`config.mk`:
```
export PLATFORM = sky130hd
export DESIGN_NAME = piso_serializer_flat
export DESIGN_NICKNAME = d
export VERILOG_FILES = /design/src/rtl/piso_serializer_if.sv /design/src/rtl/piso_serializer.sv /design/src/flat_wrapper.sv
export SDC_FILE = /design/constraint.sdc
export NUM_CORES = 1
export LEC_CHECK = 0
export BUFFER_PORTS_ARGS = -buffer_cell sky130_fd_sc_hd__buf_2
export CAP_MARGIN = 10
export CORE_AREA = 2 2 39 41
export DETAILED_ROUTE_END_ITERATION = 10
export DIE_AREA = 0 0 41 43
export GPL_TIMING_DRIVEN = 0
export SKIP_LAST_GASP = 1
export SYNTH_ARGS = -nofsm -noshare
export SYNTH_HDL_FRONTEND = slang
export SYNTH_SLANG_ARGS = --single-unit
```
`constraint.sdc`:
```
create_clock -name clk -period 1.75 [get_ports clk]
set_clock_uncertainty 0.15 [all_clocks]
set_input_delay 0.175 -clock clk [delete_from_list [all_inputs] [get_ports clk]]
set_output_delay 0.175 -clock clk [all_outputs]
set_load 0.02 [all_outputs]
```
`src/rtl/piso_serializer_if.sv`:
```
// Parallel word handshake into the serializer: word, valid strobe, ready back.
interface piso_serializer_if #(
  parameter int unsigned WIDTH = 4
);
  logic [WIDTH-1:0] data_i;
  logic             valid_i;
  logic             ready_o;

  modport master (output data_i, output valid_i, input ready_o);
  modport slave  (input data_i, input valid_i, output ready_o);
endinterface

```
`src/rtl/piso_serializer.sv`:
```
// Parallel-in/serial-out transmitter: accepts a WIDTH-bit word over a
// valid/ready handshake and sends it one bit per clk with a bit-valid strobe
// and a last-bit marker. Back-to-back words are sent with no idle bubble.
module piso_serializer #(
  parameter int unsigned WIDTH     = 4,
  parameter bit          MSB_FIRST = 1'b1
) (
  input  logic               clk,
  input  logic               reset,
  piso_serializer_if.slave   in_if,
  output logic               x_o,
  output logic               x_valid_o,
  output logic               last_o,
  output logic               busy_o
);

  localparam int unsigned CW = (WIDTH > 2) ? $clog2(WIDTH) : 1;

  typedef enum logic {IDLE, SHIFT} state_t;

  state_t           state, state_nxt;
  logic [CW-1:0]    cnt, cnt_nxt;
  logic [WIDTH-1:0] sreg, sreg_nxt;
  logic [WIDTH-1:0] sreg_shifted;
  logic             last_bit;
  logic             accept;

  assign last_bit = (state == SHIFT) && (cnt == CW'(WIDTH - 1));

  // ready comes from state/cnt only so it never loops back through valid_i
  assign in_if.ready_o = (state == IDLE) || last_bit;
  assign accept        = in_if.valid_i && in_if.ready_o;

  // Move one bit toward the output end, filling the vacated position with 0
  assign sreg_shifted = MSB_FIRST ? {sreg[WIDTH-2:0], 1'b0}
                                  : {1'b0, sreg[WIDTH-1:1]};

  // All outputs decode directly from registers; sreg is zero whenever idle,
  // so x_o is 0 outside valid bits without extra gating
  assign x_o       = MSB_FIRST ? sreg[WIDTH-1] : sreg[0];
  assign x_valid_o = (state == SHIFT);
  assign busy_o    = (state == SHIFT);
  assign last_o    = last_bit;

  // State, counter and shift register
  always_ff @(posedge clk or posedge reset) begin
    if (reset) begin
      state <= IDLE;
      cnt   <= '0;
      sreg  <= '0;
    end else begin
      state <= state_nxt;
      cnt   <= cnt_nxt;
      sreg  <= sreg_nxt;
    end
  end

  // Next-state: load on acceptance, otherwise shift until the last bit
  always_comb begin
    state_nxt = state;
    cnt_nxt   = cnt;
    sreg_nxt  = sreg;
    unique case (state)
      IDLE: begin
        if (accept) begin
          state_nxt = SHIFT;
          cnt_nxt   = '0;
          sreg_nxt  = in_if.data_i;
        end
      end
      SHIFT: begin
        if (last_bit) begin
          cnt_nxt = '0;
          if (accept) begin
            sreg_nxt = in_if.data_i;
          end else begin
            state_nxt = IDLE;
            sreg_nxt  = '0;
          end
        end else begin
          cnt_nxt  = cnt + CW'(1);
          sreg_nxt = sreg_shifted;
        end
      end
      default: begin
        state_nxt = IDLE;
        cnt_nxt   = '0;
        sreg_nxt  = '0;
      end
    endcase
  end

endmodule

```
`src/flat_wrapper.sv`:
```
// flat-port wrapper written by rule: the top's interface ports become plain ports
module piso_serializer_flat 
#(
  parameter int unsigned WIDTH     = 4,
  parameter bit          MSB_FIRST = 1'b1
)
  (clk, reset, x_o, x_valid_o, last_o, busy_o, in_if_data_i, in_if_valid_i, in_if_ready_o);
  piso_serializer_if #(.WIDTH(WIDTH)) in_if_i ();
  input  logic clk;
  input  logic reset;
  output logic x_o;
  output logic x_valid_o;
  output logic last_o;
  output logic busy_o;
  input wire logic [$bits(in_if_i.data_i)-1:0] in_if_data_i;
  input wire logic [$bits(in_if_i.valid_i)-1:0] in_if_valid_i;
  output wire logic [$bits(in_if_i.ready_o)-1:0] in_if_ready_o;
  assign in_if_i.data_i = in_if_data_i;
  assign in_if_i.valid_i = in_if_valid_i;
  assign in_if_ready_o = in_if_i.ready_o;
  piso_serializer #(.WIDTH(WIDTH), .MSB_FIRST(MSB_FIRST)) u_core (.clk(clk), .reset(reset), .in_if(in_if_i), .x_o(x_o), .x_valid_o(x_valid_o), .last_o(last_o), .busy_o(busy_o));
endmodule
```
==> impl_metrics.csv <==
group,metric,value,unit
sta,fmax,614,MHz
clock_tree,post-cts-setup-buffers,0,
placed_design,hpwl,487,µm
setup_path,path_max_fanout,8,
synth,syn-num-nets,39,
placed_design,routabilityCongestion,0.684,
die,dieHeight,43,µm
power,intPower,0.512,mW
routing,dr.pass1.iters,2,
die,num_rows,14,
grt,grt_max_degree,11,
setup_path,ff2ff_path_depth,4,
setup_path,crit_path_end_kind,"primary output",
power,p_sw,0.275,mW
finish,num_antenna_cells,0,
setup_path,reg2reg_to,"u_core.sreg[3]",
setup_path,critical-path-max-stage-delay,0.38,ns
setup_path,crit_arrival,1.30,ns
setup_path,worstSetupPathType,"flop to primary output",
finish,final_core_util,35.0,%
power,power-per-cell-area,1630,mW/mm²
routing,vias_per_cell,4.42,
synth,synth_common_cells,"dfrtp_1 (7), a311o_1 (3), and3b_2 (3), nor3b_1 (3)",
synth,synth_flop_cell,"dfrtp_1",
power,peakVddDrop,0.514,mV
synth,ys_seq_area_share,46.4,%
setup_path,reg2reg_from,"u_core.cnt[0]",
synth,syn-cell-area,378,µm²
power,switching_share,34.9,%
synth,yosys-top-cells-area,"dfrtp_1 (46%), a311o_1 (7.9%), and3b_2 (7.9%), buf_6 (6.0%), nor3b_1 (6.0%)",
setup_path,crit_slowest_cell,"dfrtp_1",
routing,drc,0,
run_status,status,"complete, no violations",
power,pwr-share-seq,32.6,%
sta,fin_tns_setup,0,ns
synth,netlist_instances,31,
power,pwr-share-clk,18.2,%
sta,slew_viol_final,0,
synth,ys_warn_count,0,
sta,worst_pin_slew,0.272,ns
clock_tree,cts_tree,"built",
routing,wl_per_cell,10.7,µm
die,core-area,0.00138,mm²
synth,synth_top_area_cell,"dfrtp_1",
power,power.total,0.787,mW
placed_design,io_buffer_count,10,
synth,synth.most_common_cell,"dfrtp_1",
clock_tree,clk_pin_slew_worst_paths,0.05,ns
routing,vias,274,
placed_design,dp_slack,0.233,ns
synth,synthArstFlopShare,100,%
synth,yosys.area.top_type_share,46.4,%
sta,hold_viol_final,0,
routing,postRouteAntennaNets,0,
grt,grt_pass1_vias,237,
setup_path,cp.required,1.42,ns
hold_path,min_from,"in_if_data_i[0]",
clock_tree,cts_buffer_depth,2,
sta,layout_setup_ws,0.122,ns
sta,timing.final.crit_share,93.0,%
finish,drive_gt1_share,47.8,%
synth,yosys.cell_types.count,17,
die,pin_count,12,
clock_tree,cts_htree_levels,1,
setup_path,ff2ff_setup_slack,0.24,ns
placed_design,dp.cells,57,
hold_path,hold_depth,2,
clock_tree,clk_latency,0.25,ns
placed_design,placed_area,448,µm²
grt,grtUsageTotal,9.42,%
synth,synth_edf_count,0,
grt,overflow,0,
hold_path,hold_class,"input port to flop",
grt,antenna_found_initial,0,
clock_tree,ctsRootBufferMaster,"clkbuf_4",
clock_tree,cts_inserted_buffers,3,
sta,rsz0062_at_grt,"false",
finish,final_cells,62,
hold_path,min_to,"u_core.sreg[0]",
synth,ys_seq_elements,7,
grt,grt_pass1_wl,1010,µm
sta,max-slew-margin-rel,81.9,%
power,p_leak,0.236,nW
die,start_util,27.3,%
setup_path,path_cells,"ha_1, nand2b_4, buf_6, buf_2",
setup_path,cp-start-kind,"flop",
power,comb_power_share,49.1,%
die,die-area,0.00176,mm²
setup_path,crit_start,"u_core.cnt[0]",
routing,first_iter_violations,1,
sta,setup_viol,0,
finish,final_nets,55,
die,die_x,41,µm
sta,post-route-min-period,1.63,ns
routing,totalWireLength,666,µm
clock_tree,clock-sinks,7,
run,maxCapViolCount,0,
finish,final_cell_area,484,µm²
sta,holdWs,0.0372,ns
finish,synthToLayoutAreaGrowth,28.1,%
synth,syn_area_per_cell,12.2,µm²
[registers in the layout (all words and copies together), names as in the netlist]
signal and cells:
u_core.busy_o 1, u_core.cnt 2, u_core.sreg 4
[metal layers]
metal	vias to the layer above	routed length (µm)	track usage [%]
met5	-	0	0
met2	9	278	10.3
met1	119	312	11.9
li1	142	-	-
met3	4	43	4.71
met4	0	31	10.0
[how the worst max path moves through the flow]
stage | slack, ns | endpoint | cells after the start
floorplan | 0.29 | u_core.sreg[1] | 4
global placement | 0.23 | u_core.sreg[2] | 4
detailed placement | 0.23 | u_core.sreg[3] | 4
CTS | 0.10 | in_if_ready_o | 4
global route | 0.06 | in_if_ready_o | 4
finish | 0.12 | in_if_ready_o | 4
[final cells by class]
| type | count | area (µm²) |
|---|---|---|
| flip-flops and latches | 7 | 175 |
| fillers | 149 | 900 |
| inverters | 2 | 7.51 |
| well taps | 16 | 20.0 |
| multi-input cells | 18 | 160 |
| clock buffers | 4 | 26.3 |
| repair buffers | 11 | 60.1 |
| plain buffers | 4 | 35.0 |
[layout by cell type (no fill, tap or decap)]
cell type / count
and3b_2: 3
o21ai_0: 1
o2bb2ai_1: 1
dlygate4sd3_1: 1
a311o_1: 3
nand2b_4: 1
or2b_1: 1
nor3b_1: 3
inv_1: 2
dfrtp_1: 7
clkbuf_4: 3
ha_1: 1
buf_4: 1
buf_2: 11
nor2_1: 1
clkbuf_1: 1
or3b_1: 1
and2_2: 1
a32o_1: 1
buf_6: 2
[logic make-up after synthesis]
kind of cell	after synthesis	synth area share [%]
AO/OA/AOI/OAI	6	14.2
adder cells (fa/ha/maj)	1	3.31
buffers and inverters	6	11.3
flip-flops	7	46.4
AND/OR/NAND/NOR	11	24.8
[repair_timing]
action / 4_1_cts / 5_1_grt
hold endpoints to repair: 7 / 0
gates resized for setup: 0 / 0
hold buffers: 1 / 0
[power groups by stage]
stage | clock network (mW) | logic (mW) | registers (mW)
2_1_floorplan | 0 | 0.286 | 0.272
3_3_place_gp | 0 | 0.389 | 0.257
3_5_place_dp | 0 | 0.393 | 0.260
4_1_cts | 0.151 | 0.394 | 0.258
5_1_grt | 0.165 | 0.427 | 0.264
6_report | 0.144 | 0.387 | 0.257
[worst max-delay path: cells and delay by family (launching register included)]
kind	cells	cell delay (ns)
flip-flops	1	0.38
adder cells (fa/ha/maj)	1	0.24
AND/OR/NAND/NOR	1	0.15
buffers and inverters	2	0.28
Power figures use the tool's default switching activity.
